===== src/rtl/mem_arbiter_pkg.sv =====
// Shared definitions for the load/store memory arbiter: access subtypes,
// the "no ROB entry" tag and the arbiter FSM encoding.
package mem_arbiter_pkg;

   localparam logic [5:0] INVALID_ROB = 6'b010000;

   localparam logic [2:0] SUB_B  = 3'b000;
   localparam logic [2:0] SUB_H  = 3'b001;
   localparam logic [2:0] SUB_W  = 3'b010;
   localparam logic [2:0] SUB_BU = 3'b100;
   localparam logic [2:0] SUB_HU = 3'b101;

   typedef enum logic [1:0] {
      ARB_IDLE      = 2'd0,
      ARB_ISSUE     = 2'd1,
      ARB_WAIT      = 2'd2,
      ARB_WRITEBACK = 2'd3
   } arb_state_t;

   typedef enum logic {
      GRANT_LOAD  = 1'b0,
      GRANT_STORE = 1'b1
   } grant_t;

   // Byte enables for a store; anything that is not byte/half is a word.
   function automatic logic [3:0] store_mask(input logic [2:0] sub, input logic [1:0] addr_lo);
      case (sub)
         SUB_B:   return 4'b0001 << addr_lo;
         SUB_H:   return addr_lo[1] ? 4'b1100 : 4'b0011;
         default: return 4'b1111;
      endcase
   endfunction

   // Replicate the right-aligned store data into every lane so the mask alone
   // picks the destination bytes.
   function automatic logic [31:0] store_lanes(input logic [2:0] sub, input logic [31:0] data);
      case (sub)
         SUB_B:   return {4{data[7:0]}};
         SUB_H:   return {2{data[15:0]}};
         default: return data;
      endcase
   endfunction

endpackage


===== src/rtl/mem_arbiter_load_align.sv =====
// Extracts the addressed byte/halfword from a read word and extends it.
module load_align
   import mem_arbiter_pkg::*;
(
   input  logic [31:0] rdata,
   input  logic [1:0]  addr_lo,
   input  logic [2:0]  subtype,
   output logic [31:0] data
);

   logic [7:0]  byte_sel;
   logic [15:0] half_sel;

   // Lane select followed by sign/zero extension; unknown subtypes pass the word.
   always_comb begin
      byte_sel = 8'h00;
      half_sel = half_sel_f(rdata, addr_lo[1]);
      case (addr_lo)
         2'd0: byte_sel = rdata[7:0];
         2'd1: byte_sel = rdata[15:8];
         2'd2: byte_sel = rdata[23:16];
         default: byte_sel = rdata[31:24];
      endcase
      case (subtype)
         SUB_B:   data = {{24{byte_sel[7]}}, byte_sel};
         SUB_BU:  data = {24'h000000, byte_sel};
         SUB_H:   data = {{16{half_sel[15]}}, half_sel};
         SUB_HU:  data = {16'h0000, half_sel};
         default: data = rdata;
      endcase
   end

   function automatic logic [15:0] half_sel_f(input logic [31:0] w, input logic hi);
      return hi ? w[31:16] : w[15:0];
   endfunction

endmodule


===== src/rtl/mem_arbiter.sv =====
// Arbitrates the load RS and committed stores onto a single memory port,
// one access in flight, and returns load results on the CDB.
//
// state          | meaning
// ---------------+----------------------------------------------------------
// ARB_IDLE       | grants offered combinationally, request latched on grant
// ARB_ISSUE      | one-cycle mem_en strobe
// ARB_WAIT       | hold until mem_done; load result captured on mem_done
// ARB_WRITEBACK  | one-cycle cdb_valid (unless killed) or st_done pulse
module mem_arbiter
   import mem_arbiter_pkg::arb_state_t;
   import mem_arbiter_pkg::ARB_IDLE;
   import mem_arbiter_pkg::ARB_ISSUE;
   import mem_arbiter_pkg::ARB_WAIT;
   import mem_arbiter_pkg::ARB_WRITEBACK;
   import mem_arbiter_pkg::grant_t;
   import mem_arbiter_pkg::GRANT_LOAD;
   import mem_arbiter_pkg::GRANT_STORE;
   import mem_arbiter_pkg::store_mask;
   import mem_arbiter_pkg::store_lanes;
#(
   parameter logic [5:0] INVALID_ROB = mem_arbiter_pkg::INVALID_ROB
) (
   input  logic        clock,
   input  logic        reset,
   input  logic        flush,
   input  logic        ld_valid,
   output logic        ld_ready,
   input  logic [31:0] ld_addr,
   input  logic [2:0]  ld_subtype,
   input  logic [5:0]  ld_rob,
   input  logic        st_valid,
   output logic        st_ready,
   input  logic [31:0] st_addr,
   input  logic [31:0] st_data,
   input  logic [2:0]  st_subtype,
   output logic        mem_en,
   output logic        mem_we,
   output logic [31:0] mem_addr,
   output logic [31:0] mem_wdata,
   output logic [3:0]  mem_wmask,
   input  logic        mem_done,
   input  logic [31:0] mem_rdata,
   output logic        cdb_valid,
   output logic [31:0] cdb_data,
   output logic [5:0]  cdb_rob,
   output logic        st_done
);

   arb_state_t  state, state_nx;
   grant_t      last_grant;
   logic        kill;
   logic        req_load;
   logic [31:0] lat_addr;
   logic [31:0] lat_data;
   logic [2:0]  lat_sub;
   logic [5:0]  lat_rob;
   logic [31:0] rd_result;
   logic [31:0] ld_result;
   logic        grant_ld, grant_st;
   logic        in_access;

   load_align u_load_align (
      .rdata   (mem_rdata),
      .addr_lo (lat_addr[1:0]),
      .subtype (lat_sub),
      .data    (ld_result)
   );

   // Round-robin grant in IDLE; a flush hides the load requester for the cycle.
   always_comb begin
      grant_ld = 1'b0;
      grant_st = 1'b0;
      if (state == ARB_IDLE) begin
         if (ld_valid && !flush && (!st_valid || last_grant == GRANT_STORE))
            grant_ld = 1'b1;
         else if (st_valid)
            grant_st = 1'b1;
      end
      ld_ready = grant_ld;
      st_ready = grant_st;
   end

   // Next-state logic.
   always_comb begin
      state_nx = state;
      case (state)
         ARB_IDLE:      if (grant_ld || grant_st) state_nx = ARB_ISSUE;
         ARB_ISSUE:     state_nx = ARB_WAIT;
         ARB_WAIT:      if (mem_done) state_nx = ARB_WRITEBACK;
         ARB_WRITEBACK: state_nx = ARB_IDLE;
         default:       state_nx = ARB_IDLE;
      endcase
   end

   // State register.
   always_ff @(posedge clock or negedge reset) begin
      if (!reset) state <= ARB_IDLE;
      else        state <= state_nx;
   end

   // Request latch, grant history and load result capture.
   always_ff @(posedge clock or negedge reset) begin
      if (!reset) begin
         last_grant <= GRANT_STORE;
         req_load   <= 1'b0;
         lat_addr   <= 32'h0;
         lat_data   <= 32'h0;
         lat_sub    <= 3'b000;
         lat_rob    <= 6'h00;
         rd_result  <= 32'h0;
      end else begin
         if (grant_ld) begin
            last_grant <= GRANT_LOAD;
            req_load   <= 1'b1;
            lat_addr   <= ld_addr;
            lat_sub    <= ld_subtype;
            lat_rob    <= ld_rob;
         end else if (grant_st) begin
            last_grant <= GRANT_STORE;
            req_load   <= 1'b0;
            lat_addr   <= st_addr;
            lat_sub    <= st_subtype;
            lat_data   <= st_data;
         end
         if (state == ARB_WAIT && mem_done && req_load)
            rd_result <= ld_result;
      end
   end

   // Kill bit: a flush while a load is outstanding lets the access finish but
   // silences its broadcast. A flush during WRITEBACK is too late to matter.
   always_ff @(posedge clock or negedge reset) begin
      if (!reset)
         kill <= 1'b0;
      else if (grant_ld || grant_st)
         kill <= 1'b0;
      else if ((state == ARB_ISSUE || state == ARB_WAIT) && req_load && flush)
         kill <= 1'b1;
   end

   // Memory port and completion outputs decoded from state and latched request.
   always_comb begin
      in_access = (state == ARB_ISSUE) || (state == ARB_WAIT);
      mem_en    = (state == ARB_ISSUE);
      mem_addr  = {lat_addr[31:2], 2'b00};
      mem_we    = in_access && !req_load;
      mem_wmask = mem_we ? store_mask(lat_sub, lat_addr[1:0]) : 4'b0000;
      mem_wdata = mem_we ? store_lanes(lat_sub, lat_data) : 32'h0;
      cdb_valid = (state == ARB_WRITEBACK) && req_load && !kill;
      cdb_data  = cdb_valid ? rd_result : 32'h0;
      cdb_rob   = cdb_valid ? lat_rob : INVALID_ROB;
      st_done   = (state == ARB_WRITEBACK) && !req_load;
   end

endmodule


===== config.mk =====
export PLATFORM = sky130hd
export DESIGN_NAME = mem_arbiter
export DESIGN_NICKNAME = d
export VERILOG_FILES = /design/src/rtl/mem_arbiter_pkg.sv /design/src/rtl/mem_arbiter_load_align.sv /design/src/rtl/mem_arbiter.sv
export SDC_FILE = /design/constraint.sdc
export NUM_CORES = 1
export LEC_CHECK = 0
export CORE_ASPECT_RATIO = 1.5
export CORE_MARGIN = 2
export CORE_UTILIZATION = 43
export DETAILED_ROUTE_END_ITERATION = 10
export PLACE_DENSITY = 0.81
export SYNTH_ARGS = -nofsm -noshare
export SYNTH_HDL_FRONTEND = slang
export SYNTH_SLANG_ARGS = --single-unit

===== constraint.sdc =====
create_clock -name clock -period 2.37 [get_ports clock]
set_input_delay 0.3555 -clock clock [delete_from_list [all_inputs] [get_ports clock]]
set_output_delay 0.3555 -clock clock [all_outputs]
set_load 0.02 [all_outputs]

# == Word level (Yosys, flattened, before mapping) ==
# Index checks and enable logic that the tools add are counted.
# W data, S select, Z words.
# word_totals
regBits,110
in_bits,146
out_inout_bits,112
# classes
n_shift,1
muxes,28
n_bitwise,1
eq_ne,10
reduce_logical,24
# ops
operator,n
$mux W32,4
$pmux W32 S4,1
$pmux W32 S2,1
$pmux W8 S3,1
$mux W16,1
$mux W1,11
$logic_and A1 B1 Y1,10
$mux W4,2
$pmux W2 S4,1
$pmux W4 S2,1
$eq A2 B2 Y1 const B,3
$eq A3 B3 Y1 const B,2
$mux W3,2
$mux W6,1
$eq A2 B1 Y1 const B,2
$logic_not A1 Y1,4
$logic_not A2 Y1,2
$mux W2,2
$reduce_and A2 Y1,2
$reduce_bool A2 Y1,2
$shl A1 B2 Y4 const A,1
$eq A3 B1 Y1 const B,1
$logic_not A3 Y1,1
$logic_or A1 B1 Y1,3
3 further kinds,3

# == Depth between registers and ports, before layout ==
# Gate-level depths: netlist of the first run.
# depth
ltp_word,8
mapped_depth,7
mapped_depth_nobuf,6

# == Hierarchy ==
# From an unflattened synthesis of the first run, not the netlist that was laid out.
# unflattened
hier_cells,609
hier_area_um2,6456.2
# by_module_without_submodules
module,cells_each,n_inst,seq_area_each_um2,area_per_inst_um2
mem_arbiter,476,1,2753.9,5486.5
load_align,133,1,0.0,969.7

# == Least setup slack after synthesis of the first run ==
# OpenSTA, ideal clock, no wires.
# synth_path
path_type,flip-flop to output port
startpoint,register lat_sub[1]
endpoint,output port mem_wdata[29]
setup_slack_ps,316
stages_incl_launch_ff,6
arrival_ps,1699
t_required_ps,2014
path_cell_list,dfrtp_1 > buf_2 > nor2_1 > buf_2 > nor2_1 > a211oi_1
# synth_between
elab_chain_len,3
# synth_rtl
element,line,text
"start, declared",mem_arbiter.sv:56,logic [2:0] lat_sub;
"start signal, assigned",mem_arbiter.sv:117,lat_sub <= ld_subtype;
"start signal, assigned",mem_arbiter.sv:123,lat_sub <= st_subtype;
$eq A3 B1 Y1 / $logic_not A3 Y1 (equally long branches),mem_arbiter_pkg.sv:37,case (sub)
$pmux W32 S2 (*),mem_arbiter_pkg.sv:37,
$mux W32 (*),mem_arbiter.sv:149,"mem_wdata = mem_we ? store_lanes(lat_sub, lat_data) : 32'h0;"
"end, declared",mem_arbiter.sv:40,"output logic [31:0] mem_wdata,"
# Every way passes the cells marked *; elsewhere a longest branch is shown, timed or not.

# == Worst setup path after layout of the first run ==
# layout_path
startpoint,input port flush
endpoint,output port ld_ready
# layout_between
elab_chain_len,5
# layout_rtl
element,line,text
"start, declared",mem_arbiter.sv:26,"input logic flush,"
$logic_not A1 Y1,mem_arbiter.sv:75,if (ld_valid && !flush && (!st_valid || last_grant == GRANT_STORE))
$logic_and A1 B1 Y1 (2 in a row),mem_arbiter.sv:75,
$mux W1,mem_arbiter.sv:75,
$mux W1,mem_arbiter.sv:74,if (state == ARB_IDLE) begin
"end, declared",mem_arbiter.sv:28,"output logic ld_ready,"
# Every way passes these cells.

==> results.yml, run 1 <==
status:
  status: "finished, final reports clean"
synth:
  yosysTopAreaCell: "dfrtp_1"
  yosys-top-cells-area: "dfrtp_1, nand2_1, mux2_2"
  async_flop_share: 1.00
  yosysMostFrequentCell: "nand2_1"
  synth-edff-count: 0
  synth_top_area_frac: 0.456
  syn-mean-instance-area_um2: 9.16
  yosys_most_used_dff: "dfrtp_1"
  synth_common_cells: "nand2_1, dfrtp_1, and2_1"
  yosys_warnings: 0
  synth.distinct_cells: 43
  synth-seq-cells: 110
  synthCells: 653
  synth_area_mm2: 0.00598
  synth_seq_area_share: 0.461
cts:
  cts_tree: "yes"
  clockBufferDepth: 2
  cts_setup_buffers: 0
  cts_buffers: 9
  htreeDepth: 3
  cts_sinks: 110
  cts_root_buf: "clkbuf_16"
  clock_latency_ns: 0.34
  clk_pin_slew_ns: 0.08
placement:
  place_hpwl_mm: 13.9
  io_buffer_count: 255
  place_area_mm2: 0.00863
  gp_congestion: 0.902
  dpl.cell_count: 1022
die:
  fp.dieH_um: 148
  initial_core_util: 0.442
  core_area_mm2: 0.0135
  rows: 52
  chipWidth_um: 100
  dieArea_mm2: 0.0149
  io_pins: 258
timing:
  hold_viol: 0
  finalSetupViolations: 0
  whs_ns: 0.00503
  relSlewSlack: 0.601
  rsz0062_at_grt: "false"
  worstMarginPinSlew_ns: 0.598
  skew_ns: 0.0125
  period_needed_ns: 2.30
  fmax_mhz: 436
  slew_violations: 0
  fin_crit_sh: 0.968
layout:
  final_nets: 1022
  diodes: 0
  nFillCells: 1167
  fin_util: 0.651
  syn_to_final_growth_pct: 47.5
  design_area_mm2: 0.00882
  drive_gt1_frac: 0.120
  fin_cells: 1038
routing:
  drt_iter0_drc: 162
  drcViolationCount: 0
  drt_first_pass_iters: 5
  wire_per_inst_um: 17.5
  num_vias: 5472
  wl_mm: 18.1
  vias_per_cell: 5.27
  ant_nets: 0
worst_setup_path:
  crit_required_ns: 2.01
  reg2reg_from: "lat_sub[0]"
  crit_fanout: 3
  rrSetupSlack_ns: 0.42
  endpoint_kind: "output pin"
  reg2reg_depth: 4
  critical_path_class: "input port to output pin"
  cp-start-kind: "input port"
  arrival_ns: 1.94
  r2r_end: "rd_result[23]"
global_routing:
  overflow: 0
  track_usage: 0.245
  grt_pass1_wl_mm: 28.4
  grt_max_degree: 54
  grt_pass1_vias: 5547
  antenna_found_initial: 0
run:
  max-cap-violations: 0
power_and_ir_drop:
  p_per_area_mw_per_mm2: 1230
  leakagePower_nw: 4.16
  peakVddDrop_mv: 0.647
hold_path:
  hold_path.class: "input port to async pin"
## timing repair
item,CTS,global route
gates cloned,0,0
resized for setup,104,14
hold buffers,0,0
setup endpoints to repair,76,31
## state kept, by name (all words and copies together) (netlist names)
name and flops:
kill 1, rd_result 32, last_grant 1, lat_data 32, lat_rob 6, req_load 1
lat_addr 32, lat_sub 3, state 2
## cell families (layout without fill, tap and decap cells)
logic type	after synthesis	after routing	synth area share
simple gates	271	271	0.213
buf+inv	86	308	0.0781
flops	110	110	0.461
fa+ha+maj	5	5	0.0105
compound gates	131	131	0.146
other cells	1	2	0.000627
mux	49	49	0.0913
## through the flow
stage                     total power, mW  worst slack, ns   TNS, ns
final                                10.9           0.0748         0
after global routing                 11.6          0.00214         0
after CTS                            11.0          -0.0143   -0.0280
after detailed placement             9.80         -0.00606  -0.00606
after global placement               9.67          0.00842         0
after floorplan                      7.21            0.316         0
## routing by layer
metal	global-route usage	routed length (µm)	vias up
met5	0	0	-
met4	0.129	636	0
met3	0.0414	839	40
met2	0.429	9730	188
met1	0.284	6940	2595
li1	-	-	2649
## layout make-up
cell class / instances / area [µm²] / share of cell area
multi-input combinational: 458 / 2790 / 0.316
inverter: 7 / 26.3 / 0.00298
clock buffer: 11 / 233 / 0.0264
tap: 162 / 203 / 0.0230
timing repair buffer: 285 / 2770 / 0.314
clock inverter: 5 / 41.3 / 0.00468
sequential: 110 / 2750 / 0.312
## power by group
part           leakage (nW)  switching [mW]  total (mW)  internal (mW)
combinational          2.68            3.36        6.04           2.68
clock                 0.127           0.697        1.42          0.725
sequential             1.35           0.588        3.39           2.80
total                  4.16            4.65        10.9           6.20
## placed cells by master (no fill, tap or decap), types with 3 or more instances in the layout
cell             count
and2_1              45
nand3_1             33
clkdlybuf4s15_2      3
clkbuf_2             3
a211oi_1             8
ha_1                 5
buf_2                3
inv_1                5
nand2b_1             5
buf_4               23
mux2i_1              8
a22oi_1             35
a21oi_1             30
and3b_1              7
clkdlybuf4s15_1      9
a221o_1              7
clkdlybuf4s50_1    178
dlygate4sd2_1       57
nand2_1            129
o21ai_0             31
and3_1              10
buf_12               7
nor2_1              28
a211o_1              8
dfrtp_1            109
mux2_2              38
clkbuf_16            9
## worst max path at each step
stage                from             to  slack, ns  cells past startpoint
2_1_floorplan  lat_sub[1]  mem_wdata[29]       0.32                      5
3_3_place_gp        flush       ld_ready      0.008                      4
3_5_place_dp        flush       ld_ready     -0.006                      4
4_1_cts          state[0]  mem_wdata[31]      -0.01                      6
5_1_grt        lat_sub[2]  mem_wdata[14]      0.002                      6
6_report            flush       ld_ready       0.07                      4
## worst max-delay path: stages
cell             delay, ns
clkdlybuf4s50_1       0.48
nor2b_2               0.23
and3_2                0.25
clkdlybuf4s50_1       0.62
Power figures use the tool's default switching activity.
==> run 2: changes to the inputs <==
CAP_MARGIN = 5   (was default)
HOLD_SLACK_MARGIN = 0.15   (was default)
==> run 2 against run 1 <==
Sequential share of layout area barely moved. Critical path depth did not move. Power did not move. Clock power barely moved. Utilization rose by 0.074 points. Wire length fell by 0.28%. First-iteration DRC count rose by 6.2%. Die area did not move. Sequential power barely moved. Non-clock buffer count rose by 1. Sequential cell count did not move.
==> results.yml, run 2 (synthesized netlist as in run 1, its figures left out) <==
routing:
  drcViolationCount: 0
  drt_first_pass_iters: 4
  vias_per_cell: 5.29
  wl_mm: 18.1
  ant_nets: 0
  num_vias: 5501
  drt_iter0_drc: 172
  wire_per_inst_um: 17.4
worst_setup_path:
  cp-start-kind: "input port"
  critical_path_class: "input port to output pin"
  arrival_ns: 1.94
  crit_fanout: 3
  rrSetupSlack_ns: 0.41
  reg2reg_from: "lat_sub[0]"
  endpoint_kind: "output pin"
  crit_required_ns: 2.01
  reg2reg_depth: 4
  r2r_end: "rd_result[23]"
timing:
  hold_viol: 0
  relSlewSlack: 0.606
  tns_ns: 0
  finalSetupViolations: 0
  skew_ns: 0.0120
  slew_violations: 0
  period_needed_ns: 2.29
  fin_crit_sh: 0.967
  worstMarginPinSlew_ns: 0.592
  fmax_mhz: 436
  rsz0062_at_grt: "false"
layout:
  final_nets: 1023
  final_cell_mix: "clkdlybuf4s50_1, nand2_1, dfrtp_1, dlygate4sd2_1, and2_1"
  final_common_cell: "clkdlybuf4s50_1"
  syn_to_final_growth_pct: 47.6
  top_regs: "lat_addr: 32 flops, lat_data: 32 flops, rd_result: 32 flops"
  design_area_mm2: 0.00883
  diodes: 0
  drive_gt1_frac: 0.120
status:
  status: "finished, final reports clean"
cts:
  cts_root_buf: "clkbuf_16"
  htreeDepth: 3
  cts_setup_buffers: 0
  cts_buffers: 9
  clk_pin_slew_ns: 0.07
  clockBufferDepth: 2
  clock_latency_ns: 0.35
  cts_tree: "yes"
  cts_sinks: 110
global_routing:
  grt_max_degree: 54
  overflow: 0
  track_usage: 0.245
  grt_pass1_wl_mm: 28.5
  grt_pass1_vias: 5548
  antenna_found_initial: 0
placement:
  io_buffer_count: 255
  gp_congestion: 0.902
  place_hpwl_mm: 13.9
  place_area_mm2: 0.00863
hold_path:
  hold_path.class: "flip-flop to flip-flop"
  holdPathEnd: "lat_addr[21]"
  holdPathStages: 2
  min_from: "lat_addr[21]"
power_and_ir_drop:
  p_per_area_mw_per_mm2: 1230
  peakVddDrop_mv: 0.647
  leakagePower_nw: 4.17
die:
  chipWidth_um: 100
  dieArea_mm2: 0.0149
  initial_core_util: 0.442
  core_area_mm2: 0.0135
  io_pins: 258
  fp.dieH_um: 148
  rows: 52
run:
  max-cap-violations: 0
run 2: cell count changes in the layout (fill, tap and decap cells not counted), sizes merged:
cell	change
dlygate4sd3	+1
run 2: how the worst max path moves through the flow:
stage,to,startpoint,cells past startpoint
finish,ld_ready,flush,4
detailed placement,ld_ready,flush,4
global route,mem_wdata[14],lat_sub[2],6
floorplan,mem_wdata[29],lat_sub[1],5
CTS,mem_wdata[31],state[0],6
global placement,ld_ready,flush,4
run 2: layout make-up:
type                       count  area, µm²
tap                          162        203
clock inverter                 5       41.3
timing repair buffer         286       2780
fill                        1166       4710
multi-input combinational    458       2790
clock buffer                  11        233
sequential                   110       2750
inverter                       7       26.3
run 2: worst max-delay path, stage by stage:
cell and delay (ns):
clkdlybuf4s50_1 0.48, nor2b_2 0.23, and3_2 0.25, clkdlybuf4s50_1 0.62
run 2: through the flow:
step                      worst slack [ns]  instances  hold slack, ns   util  power [mW]
final                               0.0783       1039           0.472  0.652        10.9
after global routing               0.00214       1039           0.496  0.652        11.6
after CTS                          -0.0143       1039           0.480  0.654        11.0
after detailed placement          -0.00606       1022           0.405  0.638        9.80
after global placement             0.00842       1022           0.402  0.638        9.67
after floorplan                      0.316        654          0.0599      -        7.21
run 2: routing by layer:
metal / vias up / wire [µm] / global-route usage
met2: 201 / 9660 / 0.429
met5: - / 0 / 0
li1: 2649 / - / -
met3: 49 / 866 / 0.0414
met1: 2602 / 6850 / 0.284
met4: 0 / 716 / 0.129
run 2: repair_timing:
action | in CTS | in global routing
pin swaps | 0 | 0
hold endpoints to repair | 41 | 0
endpoints found under the setup margin | 76 | 31
gates resized for setup | 104 | 14
hold buffers | 1 | 0
run 2: report_power, final:
group	total [mW]	switching (mW)	internal (mW)	leakage [nW]
sequential	3.39	0.589	2.80	1.35
clock	1.43	0.701	0.725	0.127
combinational	6.04	3.36	2.68	2.69
==> run 3: changes to the inputs <==
CAP_MARGIN = 30   (was 5)
RECOVER_POWER = 100   (was default)
==> run 3 against run 2 <==
Wire length down 0.35%. Utilization down 0.75 points. Clock skew down 0.00054 ns. First-iteration DRC count down 1.7%. Global-route usage unchanged. Final area down 1.1%. Largest power group unchanged. Critical path depth up 2.
==> results.yml, run 3 (synthesized netlist as in run 1, its figures left out) <==
status:
  status: "finished, final reports clean"
timing:
  fin_ws_ns: 0.112
  rsz0062_at_grt: "false"
  skew_ns: 0.0114
  finalSetupViolations: 0
  fmax_mhz: 443
  period_needed_ns: 2.26
  slew_violations: 0
  tns_ns: 0
  worstMarginPinSlew_ns: 1.07
  relSlewSlack: 0.289
  fin_crit_sh: 0.953
  hold_viol: 0
placement:
  place_ws_ns: -0.00606
  gp_congestion: 0.902
  io_buffer_count: 255
  place_area_mm2: 0.00863
  dpl.cell_count: 1022
  place_hpwl_mm: 13.9
run:
  max-cap-violations: 0
cts:
  cts_root_buf: "clkbuf_16"
  cts_setup_buffers: 0
  clockBufferDepth: 2
  cts_buffers: 9
  htreeDepth: 3
  cts_tree: "yes"
  clock_latency_ns: 0.35
  cts_sinks: 110
  clk_pin_slew_ns: 0.08
global_routing:
  grt_pass1_wl_mm: 28.5
  grt_max_degree: 54
  antenna_found_initial: 0
  track_usage: 0.245
  grt_pass1_vias: 5548
  overflow: 0
worst_setup_path:
  rrSetupSlack_ns: 0.20
  crit_family: "buffers and inverters"
  arrival_ns: 1.90
  crit_required_ns: 2.01
  reg2reg_depth: 6
  path_buf_inv: 3
  slowest_delay_ns: 0.35
  cp-start-kind: "flip-flop"
  reg2reg_from: "state[1]"
  endpoint_kind: "output pin"
  critical_path_class: "flip-flop to output pin"
  path_cells: "inv_1 -> ha_1 -> nand2_2 -> buf_6 -> a21oi_1 -> dlygate4sd2_1"
  r2r_end: "lat_data[8]"
  crit_fanout: 21
  crit_cells: 6
  slowest_stage: "dfrtp_1"
hold_path:
  holdPathStages: 2
  holdPathEnd: "lat_addr[21]"
  min_from: "lat_addr[21]"
  hold_path.class: "flip-flop to flip-flop"
routing:
  drt_first_pass_iters: 4
  wl_mm: 18.0
  drt_iter0_drc: 169
  vias_per_cell: 5.30
  num_vias: 5509
  wire_per_inst_um: 17.4
  ant_nets: 0
  drcViolationCount: 0
die:
  initial_core_util: 0.442
  fp.dieH_um: 148
  core_area_mm2: 0.0135
  io_pins: 258
  rows: 52
  dieArea_mm2: 0.0149
  chipWidth_um: 100
layout:
  multi_input_area_mm2: 0.00277
  fin_cells: 1039
  ff_latch_area_mm2: 0.00275
  top_regs: "lat_addr: 32 flops, lat_data: 32 flops, rd_result: 32 flops"
  nFillCells: 1179
  drive_gt1_frac: 0.113
  diodes: 0
  final_common_cell: "clkdlybuf4s50_1"
  final_nets: 1023
  final_cell_mix: "clkdlybuf4s50_1, nand2_1, dfrtp_1, dlygate4sd2_1, mux2_2"
  design_area_mm2: 0.00872
  syn_to_final_growth_pct: 45.9
power_and_ir_drop:
  peakVddDrop_mv: 0.634
  leakagePower_nw: 4.15
  p_per_area_mw_per_mm2: 1220
run 3: changes by cell type in the layout (fill, tap and decap cells not counted), sizes merged:
cell	before	now
dlymetal6s2s	1	0
clkdlybuf4s15	12	10
dlygate4sd2	57	59
clkdlybuf4s50	178	146
dlygate4sd3	1	33
buf	34	22
clkbuf	14	27
run 3: metal layers:
layer  share of wire  wire [µm]  vias to the layer above  track usage
met5               0          0                        -            0
met4           0.041        733                        0        0.129
met3           0.048        868                       47       0.0414
met2            0.54       9700                      199        0.429
met1            0.37       6740                     2612        0.284
li1                -          -                     2651            -
run 3: report_power, final:
part	switching [mW]	internal (mW)	total, mW
Clock	0.699	0.725	1.42
Sequential	0.570	2.80	3.37
Combinational	3.33	2.51	5.84
Total	4.60	6.03	10.6
run 3: worst max-delay path by stage:
stage / startpoint / to / slack (ns)
floorplan: lat_sub[1] / mem_wdata[29] / 0.32
global placement: flush / ld_ready / 0.008
detailed placement: flush / ld_ready / -0.006
CTS: state[0] / mem_wdata[31] / -0.01
global route: lat_sub[2] / mem_wdata[9] / 0.002
finish: state[1] / mem_wdata[16] / 0.11
run 3: area by class of cell:
class	count	share of cell area
clock buffer	11	0.0267
clock inverter	5	0.00473
inverter	7	0.00301
multi-input combinational	458	0.317
sequential	110	0.316
tap	162	0.0232
timing repair buffer	286	0.310
run 3: per-stage QoR:
stage          total power, mW   util  hold slack (ns)
6_report                  10.6  0.645            0.468
5_1_grt                   11.4  0.645            0.490
4_1_cts                   11.0  0.654            0.480
3_5_place_dp              9.80  0.638            0.405
3_3_place_gp              9.67  0.638            0.402
2_1_floorplan             7.21      -           0.0599
run 3: timing repair:
action / CTS / global route
endpoints found under the hold margin: 41 / 0
gates resized for setup: 104 / 14
setup endpoints to repair: 76 / 31
hold buffers: 1 / 0
run 3: worst min-delay path, stage by stage (launching register included):
cell and delay [ns]:
dfrtp_1 0.34, nand2_1 0.05, nand2_1 0.05
==> variant (config.mk and constraints of run 1) <==
Reset style: synchronous (`reset`), changed in 3 clocked blocks.
--- a/src/rtl/mem_arbiter.sv
+++ b/src/rtl/mem_arbiter.sv
@@ -94,13 +94,13 @@
    end
 
    // State register.
-   always_ff @(posedge clock or negedge reset) begin
+   always_ff @(posedge clock) begin
       if (!reset) state <= ARB_IDLE;
       else        state <= state_nx;
    end
 
    // Request latch, grant history and load result capture.
-   always_ff @(posedge clock or negedge reset) begin
+   always_ff @(posedge clock) begin
       if (!reset) begin
          last_grant <= GRANT_STORE;
          req_load   <= 1'b0;
@@ -130,7 +130,7 @@
 
    // Kill bit: a flush while a load is outstanding lets the access finish but
    // silences its broadcast. A flush during WRITEBACK is too late to matter.
-   always_ff @(posedge clock or negedge reset) begin
+   always_ff @(posedge clock) begin
       if (!reset)
          kill <= 1'b0;
       else if (grant_ld || grant_st)
Formal check against the unedited RTL: differs if reset is asserted again (counterexample within 4 cycles, from zero or initial values and one cycle with reset low); with reset held inactive, the same outputs for 4 cycles.
==> variant against run 1 <==
- setup slack gained 0.0032 ns
- critical path depth rose by 1
- synthesized area down 5.1%
- sequential cell count unchanged
- routed wire length increased by 1.2%
- first-iteration DRC count increased by 79%
- via count is 7.5% higher
- count of clock-buffer cells in the layout did not move
- cell area fell by 4.1%
- synthesized cell count grew 14%
- die area is 4.9% lower
Power is not compared: it rests on default switching activity, and its combinational part moved more than twofold at a synthesized area within 25%.
==> variant: results (changes against run 1) <==
- Initial antenna violation count: 0 (unchanged)
- Clock skew: 0.00867 ns (-0.00382 ns)
- Dpl cell area: 8220 um^2 (-4.7%)
- Slowest CP cell: dfxtp_1
- CP max stage delay: 0.33 ns (-0.29 ns)
- Leak: 3.39 nW
- Main flop type after synthesis: dfxtp_1
- Vias: 5880 (+7.5%)
- Status: completed
- Cts hold-fix bufs: 0 (unchanged)
- Worst Path Max Fanout: 18 (+15)
- Worst reg2reg path startpoint: lat_addr[1]
- Seq/Total Area, Yosys: 38.8% (-7.3 points)
- Total GRT Usage: 25.3% (+0.73 points)
- Post-synth top cells: nand2_1, a21oi_1, dfxtp_1, and2_1, clkbuf_1
- Synth warn: 0 (unchanged)
- NetSw: 0.00262 W
- Post-CTS Resized: 97 (-6.7%)
- Arr. time, crit path: 1.94 ns (about the same)
- Largest net degree at the start of global routing: 78 (+44%)
- Layout cell share with drive strength beyond 1: 8.06% (-3.9 points)
- Post-CTS setup buffer count: 0 (unchanged)
- Clk_lat worst skew: roughly 0.35 ns
- Routed WL per cell: 16.5 um (-5.7%)
- Slew @ Worst Pin: 0.505 ns (-0.0936 ns)
- Final Wtd Congestion: 0.846 (-6.2%)
- Fin nets: 1101 (+7.7%)
- Hold path cells: 2
- WHS: 0.451 ns (+0.446 ns)
- Asr flop ratio synth: 0% (-100 points)
- CTS clk-pin slew, worst paths: 0.08 ns (about the same)
- Vias in the first global route: 5668 (+2.2%)
- Ant. Diodes: 0 (unchanged)
- Final ANT Viol Nets: 0 (unchanged)
- Clock Tree Root: clkbuf_16
- Hold Crit Class: reg -> reg
- Clock Tree Buf Depth: 2 (unchanged)
- First-pass GRT wire length: 28.6 mm (+0.41%)
- IO Port Bufs: 255 (unchanged)
- Synth top area cells: dfxtp_1, nand2_1, a21oi_1
- Setup Crit Path Kind: reg -> out
- Drt first-iter violations: 290 (+79%)
- P&R area growth vs syn: 49.0%
- Worst r2r path cells: 5 (+1)
- Top Registers: lat_addr (32), lat_data (32), rd_result (32)
- Initial DRT Pass Iterations: 5 (unchanged)
- CTS Buf Count: 9 (unchanged)
- Unique masters post-synth: 47 (+9.3%)
- Hpwl dp: 13.6 mm (-2.1%)
- Worst Setup SP: lat_sub[1]
- Fill count: 1147 (-1.7%)
- Worst reg-to-reg setup slack: 0.51 ns (+0.09 ns)
## variant: worst max-delay path, delay by kind of cell, from the launching register on
kind,cells,cell delay (ns)
flip-flops,1,0.33
AND/OR/NAND/NOR,1,0.29
buffers and inverters,2,0.53
AO/OA/AOI/OAI,2,0.43
## variant: path summary, 6_finish.rpt
check / end
worst min-delay path: lat_rob[1]
worst max register to register: rd_result[18]
worst min register to register: lat_rob[1]
worst max-delay path: mem_wdata[14]
## variant: metrics by stage
| stage | cells | setup slack (ns) | TNS (ns) |
|---|---|---|---|
| 2_1_floorplan | 748 | 0.405 | 0 |
| 3_3_place_gp | 1098 | 0.150 | 0 |
| 3_5_place_dp | 1098 | -0.00244 | -0.00244 |
| 4_1_cts | 1114 | 0.000656 | 0 |
| 5_1_grt | 1114 | 0.0279 | 0 |
| 6_report | 1114 | 0.0780 | 0 |
## variant: logic make-up (layout without fill, tap and decap cells)
kind of cell    Yosys count  count (layout)  synth area share, %
mux                      20              20                 3.79
simple gates            267             267                 20.9
flops                   110             110                 38.8
other cells               1               2               0.0661
buf+inv                 106             313                 9.77
fa+ha+maj                 5               5                 1.10
compound gates          238             238                 25.6
## variant: cell type report
| class | count | area share (%) |
|---|---|---|
| repair buffers | 284 | 32.5 |
| clock buffers | 11 | 2.87 |
| flip-flops and latches | 110 | 26.0 |
| clock inverters | 5 | 0.784 |
| inverters | 13 | 0.577 |
| well taps | 159 | 2.35 |
| multi-input cells | 532 | 34.9 |
## variant: power by group through the flow
stage	sequential, W	combinational, W	clock [W]
2_1_floorplan	0.00226	0.00185	0
3_3_place_gp	0.00232	0.00299	0
3_5_place_dp	0.00233	0.00301	0
4_1_cts	0.00229	0.00293	0.00161
5_1_grt	0.00232	0.00321	0.00168
6_report	0.00229	0.00295	0.00158
## variant: per-layer routing
layer  track usage, %  share of wire (%)
met2             46.7                 53
met1             28.2                 38
met4             11.0                3.3
met5                0                  0
met3             4.90                6.2
